**config.mk**
```make
export PLATFORM = sky130hd
export DESIGN_NAME = ps_stream_arbiter_flat
export DESIGN_NICKNAME = d
export VERILOG_FILES = /design/src/rtl/ps_stream_arbiter_pkg.sv /design/src/rtl/ps_stream_arbiter_if.sv /design/src/rtl/ps_skid_buffer.sv /design/src/rtl/ps_stream_arbiter.sv /design/src/flat_wrapper.sv
export SDC_FILE = /design/constraint.sdc
export NUM_CORES = 1
export LEC_CHECK = 0
export CORE_MARGIN = 1.5
export CORE_UTILIZATION = 47
export CTS_CLUSTER_DIAMETER = 200
export DETAILED_ROUTE_END_ITERATION = 8
export PLACE_DENSITY = 0.8
export SYNTH_ARGS = -nofsm -noshare
export SYNTH_HDL_FRONTEND = slang
export SYNTH_SLANG_ARGS = --single-unit
```
**constraint.sdc**
```tcl
create_clock -name clk -period 3.28 [get_ports clk]
set_input_delay 0.656 -clock clk [delete_from_list [all_inputs] [get_ports clk]]
set_output_delay 0.656 -clock clk [all_outputs]
set_load 0.01 [all_outputs]
```
**src/rtl/ps_stream_arbiter_pkg.sv**
```systemverilog
// ps_arb_pkg: shared state type and round-robin pick helper for PacketStream schedulers
package ps_arb_pkg;
  localparam int MAX_COUNT = 32;
  localparam int IDX_W = $clog2(MAX_COUNT);
  typedef enum logic {IDLE, BUSY} state_t;
  typedef struct packed {
    logic             vld;
    logic [IDX_W-1:0] idx;
  } pick_t;
  function automatic pick_t rr_pick(input logic [MAX_COUNT-1:0] req, input int ptr, input int count);
    pick_t p;
    int k;
    p = '0;
    // scan downwards so the nearest requester after ptr is the one left standing
    for (int i = MAX_COUNT; i >= 1; i--) begin
      k = ptr + i;
      k = k >= count ? k - count : k;
      if (i <= count && req[k[IDX_W-1:0]]) p = '{vld: 1'b1, idx: k[IDX_W-1:0]};
    end
    return p;
  endfunction
endpackage

```
**src/rtl/ps_stream_arbiter_if.sv**
```systemverilog
// ps_stream_arbiter_if: COUNT PacketStream inputs sharing one PacketStream output
interface ps_stream_arbiter_if #(parameter int WIDTH = 8, parameter int COUNT = 4);
  localparam int SEL_W = $clog2(COUNT);
  logic [COUNT*WIDTH-1:0] i_dat;
  logic [COUNT-1:0]       i_val;
  logic [COUNT-1:0]       i_eop;
  logic [COUNT-1:0]       i_rdy;
  logic [WIDTH-1:0]       o_dat;
  logic [SEL_W-1:0]       o_sel;
  logic                   o_val;
  logic                   o_eop;
  logic                   o_rdy;
  modport master (output i_dat, i_val, i_eop, o_rdy, input i_rdy, o_dat, o_sel, o_val, o_eop);
  modport slave (input i_dat, i_val, i_eop, o_rdy, output i_rdy, o_dat, o_sel, o_val, o_eop);
endinterface

```
**src/rtl/ps_skid_buffer.sv**
```systemverilog
// ps_skid_buffer: 2-entry register slice with registered full flag
module ps_skid_buffer #(parameter int WIDTH = 8) (
  input  logic             clk,
  input  logic             reset,
  input  logic [WIDTH-1:0] in_dat,
  input  logic             in_val,
  output logic             full,
  output logic [WIDTH-1:0] out_dat,
  output logic             out_val,
  input  logic             out_rdy
);
  logic [WIDTH-1:0] d0, d1;
  logic [1:0] cnt, cnt_n, lvl;
  logic wr, rd;
  assign rd = out_val & out_rdy;
  assign wr = in_val & ~full;
  assign lvl = cnt - {1'b0, rd};
  assign cnt_n = lvl + {1'b0, wr};
  assign out_dat = d0;
  assign out_val = cnt != 2'd0;
  always_ff @(posedge clk or negedge reset)
    if (!reset) begin
      d0 <= '0;
      d1 <= '0;
      cnt <= '0;
      full <= 1'b0;
    end else begin
      d0 <= wr && lvl == 2'd0 ? in_dat : rd ? d1 : d0;
      d1 <= wr && lvl == 2'd1 ? in_dat : d1;
      cnt <= cnt_n;
      full <= cnt_n == 2'd2;
    end
endmodule

```
**src/rtl/ps_stream_arbiter.sv**
```systemverilog
// ps_stream_arbiter: packet-granular round-robin PacketStream multiplexer with skid-buffered output
module ps_stream_arbiter import ps_arb_pkg::*; #(
  parameter int WIDTH = 8,
  parameter int COUNT = 4
) (
  input logic clk,
  input logic reset,
  ps_stream_arbiter_if.slave s
);
  localparam int SEL_W = $clog2(COUNT);
  localparam int PW = WIDTH + 1 + SEL_W;
  state_t state, state_n;
  logic [SEL_W-1:0] grant, grant_n, ptr, ptr_n;
  logic [WIDTH-1:0] dat;
  logic full, busy, xfer;
  pick_t pick;
  always_ff @(posedge clk or negedge reset)
    if (!reset) begin
      state <= IDLE;
      grant <= '0;
      ptr <= SEL_W'(COUNT - 1);
    end else begin
      state <= state_n;
      grant <= grant_n;
      ptr <= ptr_n;
    end
  assign busy = state == BUSY;
  assign xfer = busy & s.i_val[grant] & ~full;
  assign dat = s.i_dat[grant*WIDTH +: WIDTH];
  assign s.i_rdy = busy & ~full ? COUNT'(1) << grant : '0;
  always_comb begin
    pick = rr_pick(MAX_COUNT'(s.i_val), int'(ptr), COUNT);
    state_n = state;
    grant_n = grant;
    ptr_n = ptr;
    if (!busy && pick.vld) begin
      state_n = BUSY;
      grant_n = SEL_W'(pick.idx);
    end
    if (xfer && s.i_eop[grant]) begin
      state_n = IDLE;
      ptr_n = grant;
    end
  end
  ps_skid_buffer #(.WIDTH(PW)) u_skid (
    .clk(clk),
    .reset(reset),
    .in_dat({s.i_eop[grant], grant, dat}),
    .in_val(xfer),
    .full(full),
    .out_dat({s.o_eop, s.o_sel, s.o_dat}),
    .out_val(s.o_val),
    .out_rdy(s.o_rdy)
  );
endmodule
```
**src/flat_wrapper.sv**
```systemverilog
// flat-port wrapper written by rule: the top's interface ports become plain ports
module ps_stream_arbiter_flat import ps_arb_pkg::*;
#(
  parameter int WIDTH = 8,
  parameter int COUNT = 4
)
  (clk, reset, s_i_dat, s_i_val, s_i_eop, s_o_rdy, s_i_rdy, s_o_dat, s_o_sel, s_o_val, s_o_eop);
  ps_stream_arbiter_if #(.WIDTH(WIDTH), .COUNT(COUNT)) s_i ();
  input logic clk;
  input logic reset;
  input wire logic [$bits(s_i.i_dat)-1:0] s_i_dat;
  input wire logic [$bits(s_i.i_val)-1:0] s_i_val;
  input wire logic [$bits(s_i.i_eop)-1:0] s_i_eop;
  input wire logic [$bits(s_i.o_rdy)-1:0] s_o_rdy;
  output wire logic [$bits(s_i.i_rdy)-1:0] s_i_rdy;
  output wire logic [$bits(s_i.o_dat)-1:0] s_o_dat;
  output wire logic [$bits(s_i.o_sel)-1:0] s_o_sel;
  output wire logic [$bits(s_i.o_val)-1:0] s_o_val;
  output wire logic [$bits(s_i.o_eop)-1:0] s_o_eop;
  assign s_i.i_dat = s_i_dat;
  assign s_i.i_val = s_i_val;
  assign s_i.i_eop = s_i_eop;
  assign s_i.o_rdy = s_o_rdy;
  assign s_i_rdy = s_i.i_rdy;
  assign s_o_dat = s_i.o_dat;
  assign s_o_sel = s_i.o_sel;
  assign s_o_val = s_i.o_val;
  assign s_o_eop = s_i.o_eop;
  ps_stream_arbiter #(.WIDTH(WIDTH), .COUNT(COUNT)) u_core (.clk(clk), .reset(reset), .s(s_i));
endmodule
```
==> results of run 1 <==
==> state kept, by name, indices dropped and copies added (netlist names) <==
register               flops
u_core.busy                1
u_core.grant               2
u_core.ptr                 2
u_core.u_skid.cnt          2
u_core.u_skid.d1          11
u_core.u_skid.full         1
u_core.u_skid.out_dat     11
==> cell families (layout without fill, tap and decap cells) <==
logic type | count (synthesis) | count (layout) | share of synthesized area
muxes | 41 | 41 | 0.3046
and+or+nand+nor | 38 | 38 | 0.1040
DFF | 30 | 30 | 0.3961
AOI/OAI and AO/OA | 25 | 25 | 0.08553
buffers and inverters | 16 | 77 | 0.05461
adders and majority gates | 7 | 7 | 0.04605
xor gates and xnor gates | 2 | 2 | 0.009212
==> layout make-up <==
type                            count  area share
Timing Repair Buffer               62      0.2361
Clock buffer                        7     0.03338
Clock inverter                      1    0.001935
Tap cell                           48     0.02322
Sequential cell                    30      0.2912
Inverter                            7     0.01016
Multi-Input combinational cell    113      0.4040
==> power breakdown <==
part | internal (W) | leakage [nW] | switching [W]
clock | 0.000169 | 0.0482 | 0.000130
sequential | 0.000579 | 0.353 | 0.000168
combinational | 0.000794 | 0.719 | 0.000620
==> final timing paths <==
kind                                                  from                                   end  slack (ns)
max in group asynchronous                            reset             u_core.ptr[0]$_DFFE_PN1P_        2.18
setup reg to reg                 u_core.ptr[0]$_DFFE_PN1P_           u_core.grant[0]$_DFFE_PN0P_        0.66
setup / recovery                 u_core.ptr[0]$_DFFE_PN1P_           u_core.grant[0]$_DFFE_PN0P_        0.66
hold reg to reg            u_core.u_skid.d1[1]$_DFFE_PN0P_       u_core.u_skid.d1[1]$_DFFE_PN0P_        0.51
min in group asynchronous                            reset  u_core.u_skid.out_dat[5]$_DFFE_PN0P_        0.77
hold / removal             u_core.u_skid.d1[1]$_DFFE_PN0P_       u_core.u_skid.d1[1]$_DFFE_PN0P_        0.51
==> synth_stat cells (2+ instances only) <==
library cell,number,area share
o21ai_0,4,0.011
nor2b_1,3,0.0099
nand3_2,2,0.011
mux4_1,2,0.028
buf_2,2,0.0053
a21oi_1,12,0.032
dfstp_2,2,0.028
nor2_1,14,0.028
dfrtp_1,28,0.37
buf_6,5,0.030
and3_1,2,0.0066
mux4_2,9,0.11
mux2i_1,14,0.074
o22ai_1,3,0.0099
ha_1,7,0.046
xnor2_1,2,0.0092
mux2_2,15,0.089
nand2_1,8,0.016
inv_1,7,0.014
and2_4,2,0.0092
==> worst max-delay path: stages (launching register included) <==
cell and delay [ns]:
dfstp_2 0.70, inv_1 0.11, ha_1 0.41, mux4_2 0.52, and2_4 0.18, a31oi_1 0.14
mux2_2 0.34, o21ai_0 0.13
==> metrics by stage <==
stage	cell area, µm²	util	total power (W)
after floorplan	1902	-	0.001757
after global placement	2495	0.6616	0.002093
after detailed placement	2495	0.6616	0.002167
after CTS	2586	0.6858	0.002474
after global routing	2586	0.6858	0.002647
final	2586	0.6858	0.002459
==> layer usage <==
metal | GRT usage | vias to the layer above | wire [µm]
met5 | 0 | - | 0
met4 | 0.06122 | 0 | 49
met3 | 0.05574 | 6 | 252
met2 | 0.4038 | 43 | 2282
met1 | 0.2470 | 721 | 1747
li1 | - | 695 | -
==> run summary, run 1 <==
Final Hold Violating Endpoints -> 0
Worst Tran Pin Value -> 0.4541 ns
Max-cap violations -> 0
P_leak -> 1.119 nW
Sink Count -> 30
Via Count -> 1465
Register-to-Register Path Depth -> 7
FILL cells -> 273
Die Y -> 66.61 µm
Via density -> 5.466
drt first pass iters -> 6
Num CTS Buffers -> 5
Hold Slack -> 0.5113 ns
Yosys cell types -> 36
Worst EP required -> 3.48 ns
syn nets -> 209
Core ar. -> 0.003771 mm²
worst skew pair latency -> 0.28 ns
Post-Syn Area -> 0.001902 mm²
Initial Util -> 0.5043
largest net degree at the start of global routing -> 31
Synth Instances -> 159
DR WL/cell -> 16.16 µm
cell count after placement -> 260
post-synthesis sequential area ratio -> 0.3961
CTS Hold Bufs -> 0
sequential cell area -> 753.2 µm²
Post-Place Setup Slack -> 0.6652 ns
endpoints failing setup -> 0
multi-input logic area -> 0.001045 mm²
fin worst setup slack -> 0.6614 ns
Yosys reg bits -> 30
gr usage total -> 0.2186
IO Count -> 59
Tmin final -> 2.619 ns
most common library cell in the layout ignoring fill and taps -> clkdlybuf4s50_1
Routed Antenna Nets -> 0
Avg Cell Area, Syn -> 11.96 µm²
post-DP HPWL -> 3235 µm
clk slew on worst S/H paths -> 0.06 ns
setup_tns -> 0 ns
Worst Path Max Fanout -> 14
DIE WIDTH -> 66.61 µm
initial antenna violation count -> 0
Worst VDD drop -> 0.0005332 V
number of global-route vias before repair -> 1492
GP Congestion -> 0.9414
PwrDens -> 950.8 mW/mm²
CTS H-tree depth -> 2
EDFF count, synth -> 0
global-route wire length before repair -> 7182 µm
Post-synth top flop -> dfrtp_1
CTS tree -> yes
total inserted antenna cells -> 0
relative slew slack -> 0.6941
post-CTS setup buffers -> 0
commonest cells after routing, fill and taps aside -> 58 x clkdlybuf4s50_1, 28 x dfrtp_1, 15 x mux2_2
Non-Filler Instances -> 268
Worst Setup Start Kind -> flip-flop
# port buffers -> 58
die area -> 0.004437 mm²
layout net count -> 269
fmax -> 0.3819 GHz
Hold Crit Class -> reg2reg
DRT iter0 DRCs -> 49
Critical Path AT -> 2.82 ns
Synth warnings -> 0
post-CTS sizing -> 0
layout cells sized above 1 -> 0.2182
post-route clock period utilization -> 0.7984
clock root buffer -> clkbuf_8
Final Max Tran Viols -> 0
critical path class -> reg2reg
Clock Skew -> 0.004186 ns
Hold Path Stages -> 1
outcome -> finished, final reports clean
RSZ-0062 raised after global routing -> false
Area growth syn-to-layout -> 35.99%
num rows -> 22
Setup crit end kind -> flip-flop
GRT overflow -> 0
buffer depth of the longest clock path -> 2
ys async rst share -> 1.000
drt total wl -> 4332 µm
drc violations -> 0
No activity file was read; power rests on OpenSTA's default activity.
==> run 2: changes to the inputs <==
Settings changed: CORE_UTILIZATION 47 to 42, PLACE_DENSITY 0.8 to 0.75.
Clock period 3.28 ns to 2.3 ns, I/O delays scaled along.
==> run 2 against run 1 <==
Compared with the run above:
- cell count increased by 3.4%
- count of clock-buffer cells in the layout decreased by 1
- non-clock buffer count rose by 5
- power up 59%
- die area increased by 11%
- first-iteration DRC count grew 76%
- register-to-register slack got worse by 0.60 ns
- fmax grew 17%
- utilization decreased by 6.1 points
- wire length shrank 7.0%
- sequential power up 34%
- combinational power increased by 59%
- critical path type unchanged
- largest cell class unchanged
==> run summary, run 2 (synthesis gave the netlist of run 1 again) <==
Via density -> 5.238 (was 5.466)
most crowded layer after global routing -> met2 (unchanged)
num rows -> 24 (was 22)
total inserted antenna cells -> 0 (unchanged)
GP Congestion -> 0.7800 (was 0.9414)
CTS H-tree depth -> 2 (unchanged)
Clock Skew -> 0.005937 ns (was 0.004186 ns)
Num CTS Buffers -> 5 (unchanged)
DRT iter0 DRCs -> 86 (was 49)
Final Max Tran Viols -> 0 (unchanged)
fmax -> 0.4469 GHz (was 0.3819 GHz)
Non-Filler Instances -> 277 (was 268)
drt total wl -> 4028 µm (was 4332 µm)
M2 GR Usage -> 0.2893 (was 0.4038)
Max-cap violations -> 0 (unchanged)
endpoints failing setup -> 0 (unchanged)
Worst Setup Start Kind -> flip-flop (unchanged)
Post-Place Setup Slack -> -0.05297 ns (was 0.6652 ns)
met1 global-route usage -> 0.2159 (was 0.2470)
clock root buffer -> clkbuf_8 (unchanged)
post-DP HPWL -> 3115 µm (was 3235 µm)
setup_tns -> 0 ns (unchanged)
GRT overflow -> 0 (unchanged)
Area growth syn-to-layout -> 43.16% (was 35.99%)
Worst Tran Pin Value -> 0.4187 ns (was 0.4541 ns)
P_leak -> 1.179 nW (was 1.119 nW)
worst reg2reg path endpoint -> u_core.grant[0]$_DFFE_PN0P_ (unchanged)
Routed Antenna Nets -> 0 (unchanged)
global-route wire length before repair -> 6755 µm (was 7182 µm)
fin worst setup slack -> 0.06219 ns (was 0.6614 ns)
Worst VDD drop -> 0.0006633 V (was 0.0005332 V)
die area -> 0.004941 mm² (was 0.004437 mm²)
DIE WIDTH -> 70.29 µm (was 66.61 µm)
commonest cells after routing, fill and taps aside -> 58 x clkdlybuf4s50_1, 28 x dfrtp_1, 14 x nor2_1, 14 x mux2_2, 14 x mux2i_1 (was 58 x clkdlybuf4s50_1, 28 x dfrtp_1, 15 x mux2_2)
Sink Count -> 30 (unchanged)
relative slew slack -> 0.7179 (was 0.6941)
drc violations -> 0 (unchanged)
r2r startpoint -> u_core.ptr[1]$_DFFE_PN1P_ (was u_core.ptr[0]$_DFFE_PN1P_)
gr usage total -> 0.1731 (was 0.2186)
Hold Path Stages -> 1 (unchanged)
number of global-route vias before repair -> 1423 (was 1492)
met3 Track Usage GR -> 0.05628 (was 0.05574)
WHS Endpoint -> u_core.u_skid.d1[1]$_DFFE_PN0P_ (unchanged)
post-route clock period utilization -> 0.9730 (was 0.7984)
Setup crit end kind -> flip-flop (unchanged)
Design Power -> 0.003904 W (was 0.002459 W)
Worst EP required -> 2.50 ns (was 3.48 ns)
worst skew pair latency -> 0.28 ns (about the same)
Worst Path Max Fanout -> 5 (was 14)
largest net degree at the start of global routing -> 31 (unchanged)
Hold Crit Class -> reg2reg (unchanged)
buffer depth of the longest clock path -> 2 (unchanged)
Register-to-Register Path Depth -> 7 (unchanged)
cell count after placement -> 268 (was 260)
layout cells sized above 1 -> 0.2622 (was 0.2182)
critical path class -> reg2reg (unchanged)
Reg2Reg Setup Slack -> 0.06 ns (was 0.66 ns)
initial antenna violation count -> 0 (unchanged)
CTS tree -> yes (unchanged)
drt first pass iters -> 4 (was 6)
Initial Util -> 0.4368 (was 0.5043)
Critical Path AT -> 2.44 ns (was 2.82 ns)
Final Hold Violating Endpoints -> 0 (unchanged)
PwrDens -> 1434 mW/mm² (was 950.8 mW/mm²)
RSZ-0062 raised after global routing -> false (unchanged)
Via Count -> 1451 (was 1465)
clk slew on worst S/H paths -> 0.07 ns (was 0.06 ns)
DR WL/cell -> 14.54 µm (was 16.16 µm)
outcome -> finished, final reports clean (unchanged)
layout net count -> 274 (was 269)
most common library cell in the layout ignoring fill and taps -> clkdlybuf4s50_1 (unchanged)
Core ar. -> 0.004354 mm² (was 0.003771 mm²)
CTS Hold Bufs -> 0 (unchanged)
Tmin final -> 2.238 ns (was 2.619 ns)
worst hold path startpoint -> u_core.u_skid.d1[1]$_DFFE_PN0P_ (unchanged)
# port buffers -> 58 (unchanged)
Die Y -> 70.29 µm (was 66.61 µm)
IO Count -> 59 (unchanged)
run 2: what timing repair did:
action / CTS / global route
hold endpoints to repair: 0 / 0
pin swaps: 0 / 1
resized for setup: 1 / 3
buffers inserted: 0 / 1
setup endpoints to repair: 1 / 6
run 2: final cells by class:
cell class | count | area [µm²]
repair buffers | 67 | 648.1
flip-flops and latches | 30 | 753.2
fillers | 354 | 1632
clock inverters | 2 | 60.06
inverters | 7 | 28.78
well taps | 52 | 65.06
clock buffers | 6 | 82.58
multi-input cells | 113 | 1085
run 2: worst max-delay path, cell delays in order (launching register included):
cell	delay, ns
dfstp_2	0.53
inv_1	0.07
ha_4	0.30
mux4_2	0.49
and2_4	0.17
a31oi_2	0.16
mux2_4	0.32
o21ai_1	0.12
run 2: worst max-delay path by stage:
stage                                    from                              end  slack [ns]  cells past startpoint
finish              u_core.ptr[1]$_DFFE_PN1P_      u_core.grant[0]$_DFFE_PN0P_        0.06                      7
global route        u_core.ptr[1]$_DFFE_PN1P_      u_core.grant[0]$_DFFE_PN0P_        0.02                      7
CTS                 u_core.ptr[1]$_DFFE_PN1P_      u_core.grant[0]$_DFFE_PN0P_        0.02                      7
detailed placement                 s_i_val[1]      u_core.grant[0]$_DFFE_PN0P_       -0.05                      6
global placement                   s_i_val[1]  u_core.u_skid.d1[3]$_DFFE_PN0P_       -0.01                      5
floorplan           u_core.ptr[0]$_DFFE_PN1P_      u_core.grant[0]$_DFFE_PN0P_       -0.01                      8
run 2: metal layers:
layer  part of all wire  up-vias
met5                  0        -
li1                   -      708
met1               0.43      696
met2               0.50       45
met4             0.0070        0
met3              0.067        2
run 2: report_power, final:
group / switching (W) / internal (W)
sequential: 0.000173 / 0.000823
clock: 0.000201 / 0.000462
combinational: 0.000987 / 0.00126
run 2: through the flow:
stage	util	cell area, µm²	hold slack (ns)
floorplan	-	1924	0.1644
global placement	0.5862	2552	0.4901
detailed placement	0.5862	2552	0.4950
CTS	0.6204	2701	0.5099
global route	0.6253	2723	0.5256
finish	0.6253	2723	0.5085
